**src/rtl/ceespu_pkg.sv**
```systemverilog
// Shared types and constants for the ceespu ALU scheduler slice.
// Holds the ALU opcode encodings, the scheduler FSM state type and the
// requester port-id type.
package ceespu_pkg;

    localparam int unsigned DataW  = 32;
    localparam int unsigned AluopW = 4;

    typedef logic [AluopW-1:0] aluop_t;
    typedef logic [DataW-1:0]  data_t;

    // ALU opcode encodings
    localparam aluop_t AluopAdd    = 4'd0;
    localparam aluop_t AluopOr     = 4'd1;
    localparam aluop_t AluopAnd    = 4'd2;
    localparam aluop_t AluopXor    = 4'd3;
    localparam aluop_t AluopSext8  = 4'd4;
    localparam aluop_t AluopSext16 = 4'd5;
    localparam aluop_t AluopShl    = 4'd6;
    localparam aluop_t AluopShr    = 4'd7;
    localparam aluop_t AluopSar    = 4'd8;
    localparam aluop_t AluopMul    = 4'd9;

    typedef enum logic [1:0] {
        StIdle,
        StExec,
        StMulWait,
        StResp
    } sched_state_e;

    // 0 = core execute stage, 1 = auxiliary requester
    typedef logic port_id_t;

    // The multiply is the only operation whose result arrives late.
    function automatic logic is_mul(input aluop_t op);
        return op == AluopMul;
    endfunction

endpackage

```
**src/rtl/ceespu_rr_arb2.sv**
```systemverilog
// Two-way arbiter with a priority pointer.
// Option: CEESPU_ALU_SCHED_RR_EN selects round-robin; otherwise port 0 has
// fixed priority and the pointer stays at 0.
module ceespu_rr_arb2
    import ceespu_pkg::*;
(
    input  logic       I_clk,
    input  logic       I_rst,
    input  logic [1:0] valid_i,
    input  logic       accept_i,
    output logic [1:0] grant_o,
    output port_id_t   ptr_o
);

    port_id_t ptr_d, ptr_q;

    // Grant: a lone requester always wins, a tie goes to the pointed port.
    always_comb begin
        grant_o = valid_i;
        if (&valid_i) begin
            grant_o = ptr_q ? 2'b10 : 2'b01;
        end
    end

    // Pointer update on an accepted grant.
    always_comb begin
        ptr_d = ptr_q;
`ifdef CEESPU_ALU_SCHED_RR_EN
        // Move the pointer to the port that just lost (or did not ask).
        if (accept_i) begin
            ptr_d = grant_o[0];
        end
`else
        // Fixed priority: the pointer is pinned to port 0.
        if (accept_i) begin
            ptr_d = 1'b0;
        end
`endif
    end

    // Pointer register.
    always_ff @(posedge I_clk) begin
        if (I_rst) begin
            ptr_q <= 1'b0;
        end else begin
            ptr_q <= ptr_d;
        end
    end

    assign ptr_o = ptr_q;

endmodule

```
**src/rtl/ceespu_alu_sched.sv**
```systemverilog
// Two-port scheduler sharing the single ceespu ALU between the core execute
// stage (port 0) and an auxiliary requester (port 1). One operation in flight;
// operands are held for the pipelined multiply; each result returns to the
// port that issued it.
// Option: CEESPU_ALU_SCHED_RR_EN enables round-robin arbitration (in the
// arbiter sub-module); default is fixed priority to port 0.
module ceespu_alu_sched
    import ceespu_pkg::*;
(
    input  logic        I_clk,
    input  logic        I_rst,

    input  logic        I_req0_valid,
    input  logic [3:0]  I_req0_aluop,
    input  logic [31:0] I_req0_dataA,
    input  logic [31:0] I_req0_dataB,
    input  logic        I_req0_Cin,
    output logic        O_req0_ready,

    input  logic        I_req1_valid,
    input  logic [3:0]  I_req1_aluop,
    input  logic [31:0] I_req1_dataA,
    input  logic [31:0] I_req1_dataB,
    input  logic        I_req1_Cin,
    output logic        O_req1_ready,

    output logic        O_resp0_valid,
    input  logic        I_resp0_ready,
    output logic [31:0] O_resp0_data,
    output logic        O_resp0_Cout,

    output logic        O_resp1_valid,
    input  logic        I_resp1_ready,
    output logic [31:0] O_resp1_data,
    output logic        O_resp1_Cout,

    output logic [31:0] O_alu_dataA,
    output logic [31:0] O_alu_dataB,
    output logic        O_alu_Cin,
    output logic [3:0]  O_alu_aluop,
    input  logic [31:0] I_alu_dataResult,
    input  logic        I_alu_Cout,
    input  logic        I_alu_dataReady,

    output logic        O_busy
);

    sched_state_e state_d, state_q;

    aluop_t   hold_aluop_d, hold_aluop_q;
    data_t    hold_a_d, hold_a_q;
    data_t    hold_b_d, hold_b_q;
    logic     hold_cin_d, hold_cin_q;
    port_id_t hold_port_d, hold_port_q;

    data_t    resp_data_d, resp_data_q;
    logic     resp_cout_d, resp_cout_q;

    logic [1:0] grant;
    port_id_t   ptr;
    logic       in_idle;
    logic       accept;
    logic       resp_fire;
    logic       alu_drive;

    assign in_idle = (state_q == StIdle);
    // Reset blocks the handshake in the same cycle so nothing is latched.
    assign accept  = in_idle & (|grant) & ~I_rst;

    ceespu_rr_arb2 u_arb (
        .I_clk    (I_clk),
        .I_rst    (I_rst),
        .valid_i  ({I_req1_valid, I_req0_valid}),
        .accept_i (accept),
        .grant_o  (grant),
        .ptr_o    (ptr)
    );

    // Request-side handshake outputs: only the granted port, only in IDLE.
    always_comb begin
        O_req0_ready = in_idle & grant[0] & ~I_rst;
        O_req1_ready = in_idle & grant[1] & ~I_rst;
    end

    // Response consumption by whichever port owns the in-flight result.
    assign resp_fire = hold_port_q ? I_resp1_ready : I_resp0_ready;

    // Next-state, hold-register capture and response capture.
    always_comb begin
        state_d      = state_q;
        hold_aluop_d = hold_aluop_q;
        hold_a_d     = hold_a_q;
        hold_b_d     = hold_b_q;
        hold_cin_d   = hold_cin_q;
        hold_port_d  = hold_port_q;
        resp_data_d  = resp_data_q;
        resp_cout_d  = resp_cout_q;

        case (state_q)
            StIdle: begin
                if (accept) begin
                    hold_port_d  = grant[1];
                    hold_aluop_d = grant[1] ? I_req1_aluop : I_req0_aluop;
                    hold_a_d     = grant[1] ? I_req1_dataA : I_req0_dataA;
                    hold_b_d     = grant[1] ? I_req1_dataB : I_req0_dataB;
                    hold_cin_d   = grant[1] ? I_req1_Cin   : I_req0_Cin;
                    state_d      = StExec;
                end
            end
            StExec: begin
                if (is_mul(hold_aluop_q)) begin
                    state_d = StMulWait;
                end else begin
                    resp_data_d = I_alu_dataResult;
                    resp_cout_d = I_alu_Cout;
                    state_d     = StResp;
                end
            end
            StMulWait: begin
                // No timeout: the ALU is trusted to finish eventually.
                if (I_alu_dataReady) begin
                    resp_data_d = I_alu_dataResult;
                    resp_cout_d = 1'b0;
                    state_d     = StResp;
                end
            end
            StResp: begin
                if (resp_fire) begin
                    state_d = StIdle;
                end
            end
            default: begin
                state_d = StIdle;
            end
        endcase
    end

    // State, hold and response registers with synchronous reset.
    always_ff @(posedge I_clk) begin
        if (I_rst) begin
            state_q      <= StIdle;
            hold_aluop_q <= AluopAdd;
            hold_a_q     <= '0;
            hold_b_q     <= '0;
            hold_cin_q   <= 1'b0;
            hold_port_q  <= 1'b0;
            resp_data_q  <= '0;
            resp_cout_q  <= 1'b0;
        end else begin
            state_q      <= state_d;
            hold_aluop_q <= hold_aluop_d;
            hold_a_q     <= hold_a_d;
            hold_b_q     <= hold_b_d;
            hold_cin_q   <= hold_cin_d;
            hold_port_q  <= hold_port_d;
            resp_data_q  <= resp_data_d;
            resp_cout_q  <= resp_cout_d;
        end
    end

    // ALU drive: held operands while executing, an idle ADD of zeros
    // otherwise so the ALU's multi-cycle sequencing stays quiet.
    always_comb begin
        alu_drive   = (state_q == StExec) | (state_q == StMulWait);
        O_alu_aluop = alu_drive ? hold_aluop_q : AluopAdd;
        O_alu_dataA = alu_drive ? hold_a_q : '0;
        O_alu_dataB = alu_drive ? hold_b_q : '0;
        O_alu_Cin   = alu_drive & hold_cin_q;
    end

    // Response outputs: valid only toward the issuing port.
    always_comb begin
        O_resp0_valid = (state_q == StResp) & (hold_port_q == 1'b0) & ~I_rst;
        O_resp1_valid = (state_q == StResp) & (hold_port_q == 1'b1) & ~I_rst;
        O_resp0_data  = resp_data_q;
        O_resp1_data  = resp_data_q;
        O_resp0_Cout  = resp_cout_q;
        O_resp1_Cout  = resp_cout_q;
        O_busy        = ~in_idle;
    end

    // The pointer is consumed inside the arbiter; exposed here for debug taps.
    logic unused_ptr;
    assign unused_ptr = ptr;

endmodule

```
**config.mk**
```make
export PLATFORM = sky130hd
export DESIGN_NAME = ceespu_alu_sched
export DESIGN_NICKNAME = d
export VERILOG_FILES = /design/src/rtl/ceespu_pkg.sv /design/src/rtl/ceespu_rr_arb2.sv /design/src/rtl/ceespu_alu_sched.sv
export SDC_FILE = /design/constraint.sdc
export NUM_CORES = 1
export LEC_CHECK = 0
export ABC_AREA = 1
export CAP_MARGIN = 20
export CORE_ASPECT_RATIO = 0.5
export CORE_MARGIN = 5
export CORE_UTILIZATION = 33
export DETAILED_ROUTE_END_ITERATION = 6
export DONT_BUFFER_PORTS = 1
export GPL_ROUTABILITY_DRIVEN = 0
export HOLD_SLACK_MARGIN = 0.03
export MAX_ROUTING_LAYER = met4
export PLACE_DENSITY = 0.57
export SYNTH_ARGS = -nofsm -noshare
export SYNTH_HDL_FRONTEND = slang
export SYNTH_SLANG_ARGS = --single-unit
```
**constraint.sdc**
```tcl
create_clock -name I_clk -period 1.6 [get_ports I_clk]
set_input_delay 0.08 -clock I_clk [delete_from_list [all_inputs] [get_ports I_clk]]
set_output_delay 0.08 -clock I_clk [all_outputs]
set_load 0.02 [all_outputs]
```
==> results.toml, run 1 <==
[yosys]
synthXorXnorAreaFrac = 0
synth-async-reset-ratio = 0
seq_area_frac_synth = 0.3590
synth_top_area_cell = "dfxtp_1"
synth_top_family_by_area = "simple AND/OR/NAND/NOR gates"
synthTopCellsByArea = "dfxtp_1 36%, nand2_1 14%, inv_1 11%"
synth_cell_type_count = 24
syn_avg_cell_area_um2 = 6.521
synth_compound_area_frac = 0.1359
synth.cell_area_um2 = 5856
yosysTopAreaCellShare = 0.3590
ys_ff_latch = 105
ys.flop_type = "dfxtp_1"
muxShareOfSynthArea = 0
synth_edf_count = 0
syn_nets = 1081
synth_cells = 898
synth_warnings = 0
synthTopCellsByCount = "215 x nand2_1, 166 x inv_1, 105 x dfxtp_1"
synth_fa_ha_area_frac = 0.01068
yosysMostFrequentCell = "nand2_1"
synth-simple-area-share = 0.2767

[clocking]
ctsHtreeMaxLevel = 3
hold_buffers = 225
cts.path.max_buffers = 2
ctsResizeCount = 145
cts_made_buffers = 9
cts.sink_count = 105
cts_setup_buffers = 11
root_buffer = "clkbuf_16"

[die]
io_pins = 318
rows = 34
die_h_um = 104.2
initial_core_util = 0.3365
die_w_um = 198.4

[outcome]
status = "aborted with a tool error"
stop_stage = "4_1_cts"
tool.error = "[ERROR RSZ-0060] Max buffer count reached."

[placed_design]
hpwl_um = 12960
portBuffers = 0
logic make-up after synthesis:
group,after synthesis
adder cells (fa/ha/maj),5
buffers and inverters,277
flip-flops,105
AO/OA/AOI/OAI,141
AND/OR/NAND/NOR,370
per-stage QoR:
stage	setup slack, ns	std cells	instance area [um2]	TNS, ns
detailed placement	-0.1230	1086	6093	-3.264
global placement	-0.1067	1086	6093	-2.433
floorplan	0.02666	898	5856	0
==> run 2: changes to the inputs <==
Settings changed: CORE_ASPECT_RATIO 0.5 to not set, CORE_UTILIZATION 33 to 20, HOLD_SLACK_MARGIN 0.03 to not set, MAX_ROUTING_LAYER met4 to not set, PLACE_DENSITY 0.57 to not set, PLACE_DENSITY_LB_ADDON set to 0.15.
==> results.toml, run 2 <==
[sta]
hold_violations = 0
finalClockSkew_ns = 0.01389
rsz0062_at_grt = "true"
layout_setup_ws_ns = -0.004771
worstMarginPinSlew_ns = 0.5613
fin_crit_ns = 1.605
setup_tns_ns = -0.01391
setup_viol = 6
post-route-period-util = 1.003
fmax_mhz = 623.1
drv_slew = 0
max_slew_margin = 0.6258

[detailed_routing]
drc = 0
drtIter0Drc = 264
drt-wirelength-per-cell_um = 16.78
routed_via_density = 4.343
ant_nets = 0
firstDrtPassIters = 5
finalWirelength_um = 25590
vias = 6623

[outcome]
status = "complete, but fails checks"
violations = "setup timing"

[critical_path]
path_cells = "inv_4 > ha_4 > buf_12 > buf_12 > nand2_1 > inv_2"
crit_top_cell = "buf_12"
ff2ff_setup_slack_ns = 0.03
cp-start-kind = "flop"
worstPathArrival_ns = 1.52
cp-end-kind = "output port"
crit_type = "flop to output port"
cp_max_fo = 13
max_stage_delay_ns = 0.36
required_ns = 1.52
cp_slowest_cell = "dfxtp_2"

[yosys]
ys_ff_latch = 105
syn_avg_cell_area_um2 = 6.521
ys.flop_type = "dfxtp_1"
synthTopCellsByArea = "dfxtp_1 36%, nand2_1 14%, inv_1 11%"
seq_area_frac_synth = 0.3590
yosysMostFrequentCell = "nand2_1"
synth_cell_type_count = 24
yosysTopAreaCellShare = 0.3590
synth.cell_area_um2 = 5856
synth_cells = 898
synthTopCellsByCount = "215 x nand2_1, 166 x inv_1, 105 x dfxtp_1"
synth_top_area_cell = "dfxtp_1"
synth_edf_count = 0
synth_warnings = 0
synth-async-reset-ratio = 0
syn_nets = 1081

[clocking]
ctsHtreeMaxLevel = 3
root_buffer = "clkbuf_16"
cts_tree = "built"
cts.path.max_buffers = 2
cts.clk_slew.worst_paths_ns = 0.08
clock_latency_ns = 0.36
cts_made_buffers = 9
cts.sink_count = 105

[die]
die-area_um2 = 32800
core_area_um2 = 28780
initial_core_util = 0.2035
io_pins = 318
die_w_um = 181.1
rows = 62
die_h_um = 181.1

[final_layout]
drive_above_1_share = 0.1932
fill_cells = 3043
syn2layout_area_growth_pct = 65.92
final_cell_mix = "240 x dlygate4sd3_1, 187 x nand2_1, 103 x dfxtp_1, 93 x inv_1, 72 x nand3_1"
mostFrequentLayoutCell = "dlygate4sd3_1"
final_nets = 1317

[flow_run]
cap_violations = 0

[grt]
overflow = 0
grt_pass1_vias = 7062
grt_max_degree = 72
antenna_found_initial = 2
track_usage = 0.1476
grt_first_pass_wirelength_um = 38960

[power_and_ir_drop]
power.leakage_nw = 4.515
powerDensity_nw_per_um2 = 1806
ir_drop_mv = 0.6380
total_power_mw = 17.55

[min_path]
hold_path_class = "primary input to flop"

[placed_design]
dpl_worst_slack_ns = -0.08233
portBuffers = 0
hpwl_um = 15780
## run 2: worst paths after layout
kind / from / end / cells past startpoint
max: state_q[1] / O_alu_dataA[18] / 6
min: I_rst / state_q[1] / 4
max reg2reg: state_q[0] / O_resp0_data[26] / 8
min reg2reg: O_resp0_data[13] / O_resp0_data[13] / 4
## run 2: cell type report
cell class	instances	area (um2)	area share
Timing Repair Buffer	327	3364	0.3463
Inverter	175	735.7	0.07572
Antenna cell	2	5.005	0.0005151
Multi-Input combinational cell	516	2714	0.2793
Tap cell	384	480.5	0.04945
Sequential cell	105	2105	0.2166
Clock inverter	6	72.57	0.007469
Clock buffer	10	239.0	0.02460
## run 2: logic make-up (layout without fill, tap and decap cells)
logic type | Yosys count | after routing | share of synthesized area
simple gates | 370 | 370 | 0.2767
buf+inv | 277 | 518 | 0.2177
compound gates | 141 | 141 | 0.1359
flops | 105 | 105 | 0.3590
fa+ha+maj | 5 | 5 | 0.01068
other cells | 0 | 2 | 0
## run 2: power by group
group	internal [mW]	switching [mW]	total (mW)
clock network	1.29	1.21	2.50
logic	4.21	6.66	10.9
registers	3.62	0.563	4.18
total	9.12	8.43	17.5
## run 2: layer usage
layer,part of all wire,global-route usage
met1,0.42,0.1791
met4,0.012,0.03783
met3,0.064,0.04002
met2,0.50,0.2585
met5,0,0
## run 2: worst max-delay path, delay by kind of cell, from the launching register on
| kind | cells | cell delay (ns) |
|---|---|---|
| and+or+nand+nor | 1 | 0.09 |
| adders and majority gates | 1 | 0.30 |
| DFF | 1 | 0.36 |
| buffers and inverters | 4 | 0.42 |
## run 2: per-stage QoR
stage                     utilization  hold WS [ns]  instances  instance area, um2
after CTS                      0.3298       0.07888       1519                9493
after global routing           0.3376       0.07808       1525                9716
after global placement         0.2219        0.2466       1250                6387
after floorplan                     -        0.2395        898                5856
final                          0.3376       0.08207       1525                9716
after detailed placement       0.2219        0.2492       1250                6387
## run 2: timing repair
action | 4_1_cts | 5_1_grt
pin swaps | 10 | 4
endpoints found under the setup margin | 108 | 107
hold endpoints to repair | 102 | 0
hold buffers | 240 | 0
gates cloned | 3 | 5
gates resized for setup | 126 | 46
setup buffers | 10 | 2
No activity file was read; power rests on OpenSTA's default activity.
